## src/rtl/keypad_scan_entry.sv

```systemverilog
//==========================================================================
// Module   : keypad_scan_entry
// Desc     : 4x4 hex keypad scanner. Rotating active-low column strobe,
//            synchronized active-low row returns, press/release debounce,
//            key decode and a 4-nibble shift-in entry register HEX3..HEX0.
// Options  : KEY_REPEAT_EN - auto-repeat while a key stays held
// Revision : 1.0  initial release
//==========================================================================
`default_nettype none

module keypad_scan_entry #(
   parameter int TICK_CYCLES    = 50000,
   parameter int DEBOUNCE_SCANS = 4,
   parameter int REPEAT_SCANS   = 100
) (
   input  logic       clk,
   input  logic       rst_n,
   input  logic       clear,
   input  logic [3:0] row,
   output logic [3:0] col,
   output logic       key_valid,
   output logic [3:0] key_code,
   output logic [3:0] hex3,
   output logic [3:0] hex2,
   output logic [3:0] hex1,
   output logic [3:0] hex0
);

   localparam int               DIV_W      = (TICK_CYCLES > 1) ? $clog2(TICK_CYCLES) : 1;
   localparam logic [DIV_W-1:0] TICK_LAST  = DIV_W'(TICK_CYCLES - 1);
   localparam logic [3:0]       DEB_TARGET = 4'(DEBOUNCE_SCANS);

   localparam logic [1:0] S_SCAN     = 2'd0;
   localparam logic [1:0] S_DEBOUNCE = 2'd1;
   localparam logic [1:0] S_PRESSED  = 2'd2;
   localparam logic [1:0] S_RELEASE  = 2'd3;

   // Out-of-range parameters are rejected at elaboration
   if (TICK_CYCLES < 1 || DEBOUNCE_SCANS < 1 || DEBOUNCE_SCANS > 15 || REPEAT_SCANS < 1)
   begin : g_param_check
      $error("keypad_scan_entry: parameter out of range");
   end

   logic [DIV_W-1:0] div;
   logic             tick;
   logic [3:0]       row_meta;
   logic [3:0]       rs;
   logic [1:0]       state;
   logic [1:0]       col_idx;
   logic [1:0]       key_row;
   logic [1:0]       row_idx;
   logic [3:0]       deb_cnt;
   logic             single;
   logic             same_key;
   logic [3:0]       code;

`ifdef KEY_REPEAT_EN
   localparam int             REP_W      = $clog2(REPEAT_SCANS + 1);
   localparam logic [REP_W-1:0] REP_TARGET = REP_W'(REPEAT_SCANS);
   logic [REP_W-1:0] rep_cnt;
`endif

   // Row/column position to hex legend of the keypad
   function automatic logic [3:0] key_map(input logic [1:0] r, input logic [1:0] c);
      case ({r, c})
         4'h0:    key_map = 4'h1;
         4'h1:    key_map = 4'h2;
         4'h2:    key_map = 4'h3;
         4'h3:    key_map = 4'hA;
         4'h4:    key_map = 4'h4;
         4'h5:    key_map = 4'h5;
         4'h6:    key_map = 4'h6;
         4'h7:    key_map = 4'hB;
         4'h8:    key_map = 4'h7;
         4'h9:    key_map = 4'h8;
         4'hA:    key_map = 4'h9;
         4'hB:    key_map = 4'hC;
         4'hC:    key_map = 4'hE;
         4'hD:    key_map = 4'h0;
         4'hE:    key_map = 4'hF;
         default: key_map = 4'hD;
      endcase
   endfunction

   // Scan tick divider: one-cycle tick on the last count, then wrap
   always_ff @(posedge clk or negedge rst_n) begin
      if (!rst_n)    div <= '0;
      else if (tick) div <= '0;
      else           div <= div + 1'b1;
   end

   assign tick = (div == TICK_LAST);

   // Two-flop synchronizer for the asynchronous row returns (idle high)
   always_ff @(posedge clk or negedge rst_n) begin
      if (!rst_n) begin
         row_meta <= 4'b1111;
         rs       <= 4'b1111;
      end else begin
         row_meta <= row;
         rs       <= row_meta;
      end
   end

   // Exactly one row low is a usable key; anything else is idle or ghosting
   always_comb begin
      single  = 1'b1;
      row_idx = 2'd0;
      case (rs)
         4'b1110: row_idx = 2'd0;
         4'b1101: row_idx = 2'd1;
         4'b1011: row_idx = 2'd2;
         4'b0111: row_idx = 2'd3;
         default: single  = 1'b0;
      endcase
   end

   assign same_key  = single && (row_idx == key_row);
   assign code      = key_map(key_row, col_idx);
   assign col       = ~(4'b0001 << col_idx);
   assign key_valid = (state == S_PRESSED);

   // Scan / debounce / accept / release sequencing; column frozen while a key is tracked
   always_ff @(posedge clk or negedge rst_n) begin
      if (!rst_n) begin
         state   <= S_SCAN;
         col_idx <= 2'd0;
         key_row <= 2'd0;
         deb_cnt <= 4'd0;
`ifdef KEY_REPEAT_EN
         rep_cnt <= '0;
`endif
      end else begin
         case (state)
            S_SCAN: if (tick) begin
               if (single) begin
                  key_row <= row_idx;
                  if (DEBOUNCE_SCANS == 1) begin
                     state <= S_PRESSED;
                  end else begin
                     deb_cnt <= 4'd1;
                     state   <= S_DEBOUNCE;
                  end
               end else begin
                  col_idx <= col_idx + 2'd1;
               end
            end
            S_DEBOUNCE: if (tick) begin
               if (same_key) begin
                  deb_cnt <= deb_cnt + 4'd1;
                  if (deb_cnt + 4'd1 == DEB_TARGET) state <= S_PRESSED;
               end else begin
                  deb_cnt <= 4'd0;
                  state   <= S_SCAN;
                  col_idx <= col_idx + 2'd1;
               end
            end
            S_PRESSED: begin
               deb_cnt <= 4'd0;
               state   <= S_RELEASE;
`ifdef KEY_REPEAT_EN
               rep_cnt <= '0;
`endif
            end
            default: if (tick) begin
               if (rs == 4'b1111) begin
                  if (deb_cnt + 4'd1 == DEB_TARGET) begin
                     deb_cnt <= 4'd0;
                     state   <= S_SCAN;
                     col_idx <= col_idx + 2'd1;
                  end else begin
                     deb_cnt <= deb_cnt + 4'd1;
                  end
               end else begin
                  deb_cnt <= 4'd0;
               end
`ifdef KEY_REPEAT_EN
               // Held key: count ticks towards an auto-repeat accept
               if (same_key) begin
                  if (rep_cnt + 1'b1 == REP_TARGET) begin
                     rep_cnt <= '0;
                     deb_cnt <= 4'd0;
                     state   <= S_PRESSED;
                  end else begin
                     rep_cnt <= rep_cnt + 1'b1;
                  end
               end else begin
                  rep_cnt <= '0;
               end
`endif
            end
         endcase
      end
   end

   // Accepted key code and entry shift register; clear has priority over the shift
   always_ff @(posedge clk or negedge rst_n) begin
      if (!rst_n) begin
         key_code <= 4'h0;
         hex3     <= 4'h0;
         hex2     <= 4'h0;
         hex1     <= 4'h0;
         hex0     <= 4'h0;
      end else begin
         if (state == S_PRESSED) key_code <= code;
         if (clear) begin
            hex3 <= 4'h0;
            hex2 <= 4'h0;
            hex1 <= 4'h0;
            hex0 <= 4'h0;
         end else if (state == S_PRESSED) begin
            hex3 <= hex2;
            hex2 <= hex1;
            hex1 <= hex0;
            hex0 <= code;
         end
      end
   end

endmodule

`default_nettype wire

```

## config.mk

```make
export PLATFORM = sky130hd
export DESIGN_NAME = keypad_scan_entry
export DESIGN_NICKNAME = d
export VERILOG_FILES = /design/src/rtl/keypad_scan_entry.sv
export SDC_FILE = /design/constraint.sdc
export NUM_CORES = 1
export LEC_CHECK = 0
export ABC_AREA = 0
export ABC_CLOCK_PERIOD_IN_PS = 1700
export BUFFER_PORTS_ARGS = -buffer_cell sky130_fd_sc_hd__buf_2
export CORE_MARGIN = 2
export CORE_UTILIZATION = 47
export CTS_BUF_LIST = sky130_fd_sc_hd__clkbuf_8 sky130_fd_sc_hd__clkbuf_16
export CTS_CLUSTER_SIZE = 25
export DETAILED_ROUTE_END_ITERATION = 16
export PLACE_DENSITY = 0.71
export SYNTH_ARGS = -nofsm -noshare
export SYNTH_HDL_FRONTEND = slang
export SYNTH_SLANG_ARGS = --single-unit
export TNS_END_PERCENT = 50
```

## constraint.sdc

```tcl
create_clock -name clk -period 1.7 [get_ports clk]
set_input_delay 0.17 -clock clk [delete_from_list [all_inputs] [get_ports clk]]
set_output_delay 0.17 -clock clk [all_outputs]
set_load 0.01 [all_outputs]
```

==> impl_metrics.tcl <==
set metrics [dict create \
    syn_nets 285 \
    final_cells 419 \
    cts_sinks 54 \
    io_pins 32 \
    fin_crit_sh_pct 110.2 \
    leakage_nw 1.667 \
    die_h_um 79.92 \
    crit_family "compound AO/OA/AOI/OAI gates" \
    dp_hpwl_mm 4.086 \
    drt_iter0_drc 75 \
    synthArstFlopShare_pct 100.0 \
    grtUsageTotal_pct 19.56 \
    synthXorXnorAreaFrac_pct 6.097 \
    grt_pass1_wl_mm 9.894 \
    slew_viol_final 0 \
    maxCapViolCount 0 \
    critPathLaunchType "flip-flop" \
    numCtsBuffers 5 \
    routed_wl_mm 5.797 \
    failed_checks "setup timing" \
    synth_top_family_by_area "simple AND/OR/NAND/NOR gates" \
    status "finished, violations left" \
    hold_violations 0 \
    core_um2 5540 \
    cts_tree "done" \
    syn_avg_cell_area_um2 10.07 \
    clockBufferDepth 2 \
    vias_per_cell 5.272 \
    synth_warnings 0 \
    rows 27 \
    die_area_um2 6386 \
    synthSimpleGateAreaFrac_pct 23.60 \
    synth.area.top_cells "dfrtp_1 42%, dfstp_2 7.8%, nand2_1 5.7%" \
    insertedDiodeCount 0 \
    grt_max_degree 39 \
    ys_seq_area_share_pct 50.25 \
    drt-pass1-iter-count 4 \
    gp_congestion 0.8211 \
    worst-path-buf-inv 1 \
    crit_arrival_ps 2090 \
    power.density_nw_per_um2 632.0 \
    num_vias 2209 \
    drc_errors 0 \
    clk_pin_slew_ps 110 \
    fin_skew_ps 10.16 \
    maxSlewHeadroom_pct 72.30 \
    clkLatencyLatePin_ps 320 \
    synth.largest_area_cell "dfrtp_1" \
    overflow 0 \
    synth_edf_count 0 \
    drive_gt1_share_pct 34.87 \
    period_minus_slack_ps 1873 \
    synth-seq-cells 54 \
    wire_per_inst_um 13.84 \
    antenna_found_initial 0 \
    synth_cells 269 \
    initial_utilization_pct 48.89 \
    htreeDepth 2 \
    ys.flop_type "dfrtp_1" \
    grt_pass1_vias 2188 \
    finalPower_mw 2.213 \
    endpoint_kind "flip-flop" \
    fin_nets 362 \
    worstPathRequired_ps 1920 \
    setup_viol_count_final 10 \
    synthToLayoutAreaGrowth_pct 29.28 \
    rsz0062_at_grt "true" \
    crit_path_max_fanout 6 \
    synth.top_cell.area_share_pct 42.49 \
    vdd_drop_max_mv 0.5517 \
    antenna_left 0 \
    fp.dieW_um 79.92 \
    crit_type "reg2reg" \
    placed_cells 400 \
    fin_ws_ps -173.1 \
    ys_types 51 \
    cp_cell_sequence "buf_12 > xnor2_2 > o211a_1 > a22o_4 > a21oi_2 > mux2_4" \
    syn_area_um2 2709 \
    io_buffers 31 \
    root_buffer "clkbuf_8" \
    rrSetupSlack_ps -170 \
    clock.fmax_mhz 533.9 \
    tightest_slew_ps 415.6 \
    critPathMaxStageDelay_ps 630 \
    hold_path.class "in2reg" \
    synth-compound-area-share_pct 9.376 \
    synth_mux_area_share_pct 2.309 \
    synth_fa_ha_area_share_pct 4.157 \
    slowest_stage "dfstp_2" \
]
==> synthesized netlist by cell type, types with 2 or more instances <==
master and n:
nand4b_1 2, a21oi_1 16, a211oi_1 2, o2bb2ai_1 2
buf_1 2, nor4_1 2, nand2b_1 4, nand4_1 3
o21ai_0 2, xnor2_1 8, nor2b_1 2, nor2_1 30
xor2_1 9, nand2_1 41, and4_1 2, buf_6 2
clkbuf_1 4, mux2i_1 4, nor3b_1 2, o31ai_1 3
buf_2 4, and4bb_2 2, and3_1 5, nand3_1 6
nor3_1 9, a31oi_1 5, ha_1 9, inv_1 11
mux2_2 2, dfrtp_1 46, dfstp_2 8
==> final timing paths <==
kind,endpoint,start,cells past startpoint
hold / removal,hex3[3]$_DFFE_PN0P_,clear,2
setup / recovery,state[0]$_DFFE_PN0P_,rs[2]$_DFF_PN1_,6
max in group asynchronous,div[9]$_DFF_PN0_,rst_n,3
min in group asynchronous,col_idx[1]$_DFFE_PN0P_,rst_n,2
setup reg to reg,state[0]$_DFFE_PN0P_,rs[2]$_DFF_PN1_,6
hold reg to reg,rs[1]$_DFF_PN1_,row_meta[1]$_DFF_PN1_,0
==> per-stage QoR <==
step                      hold slack, ps  area [um2]  util [%]  TNS [ps]  worst slack (ps)
after global placement             123.6        3208     57.90     -1093            -170.8
after detailed placement           130.4        3208     57.90     -1583            -229.4
final                              213.1        3502     63.21     -1518            -173.1
after global routing               226.2        3502     63.21     -2364            -251.8
after CTS                          206.0        3473     62.69     -1302            -157.9
after floorplan                   -125.6        2715         -    -391.4            -122.8
==> registers in the layout, summed over array words and instances (netlist names) <==
register / flops
div: 16
deb_cnt: 4
hex0: 4
hex1: 4
hex2: 4
hex3: 4
key_code: 4
row_meta: 4
rs: 4
col_idx: 2
key_row: 2
state: 2
==> repair_timing <==
action / in CTS / in global routing
resized for setup: 15 / 6
endpoints found under the hold margin: 12 / 0
gates cloned: 0 / 0
hold buffers: 5 / 0
pin swaps: 3 / 2
setup endpoints to repair: 10 / 16
setup buffers: 6 / 0
==> cell families (layout without fill, tap and decap cells) <==
family                   after synthesis  in the layout
AO/OA/AOI/OAI                         38             38
AND/OR/NAND/NOR                      120            120
multiplexers                           6              6
buffers and inverters                 24            102
adder cells (fa/ha/maj)                9              9
flip-flops                            54             54
XOR/XNOR                              18             18
==> worst reg2reg max path: cells and delay by family, from the launching register on <==
family / cells / cell delay, ps
compound gates: 3 / 660
xor+xnor: 1 / 70
buf+inv: 1 / 120
flops: 1 / 630
mux: 1 / 310
==> where the power goes <==
part | switching, mW | internal [mW] | total, mW
Combinational | 0.0602 | 0.0568 | 0.117
Clock | 0.477 | 0.307 | 0.783
Sequential | 0.0115 | 1.30 | 1.31
Total | 0.548 | 1.66 | 2.21
==> metal layers <==
layer  wire length [um]  vias to the layer above  GRT usage (%)
met5                  0                        -              0
met4                 62                        0          6.271
met3                238                        9          3.281
met2               2874                       49          33.08
met1               2622                     1069          25.51
li1                   -                     1082              -
==> layout make-up <==
type                    count  area, um2
clock buffers               5      68.82
flip-flops and latches     54       1361
inverters                  11      41.29
fillers                   457       2038
clock inverters             3      28.78
multi-input cells         191       1314
repair buffers             83      598.1
well taps                  72      90.09
==> placed cells by master, fill, tap and decap left out, drive strengths merged, types with 8 or more instances in the layout <==
cell and instances:
dfstp 8, xnor2 9, nor2 30, dfrtp 46, a21oi 16, xor2 9
ha 9, inv 12, nor3 9, buf 78, nand2 41
Note: power is estimated with default switching activity, not from simulation.
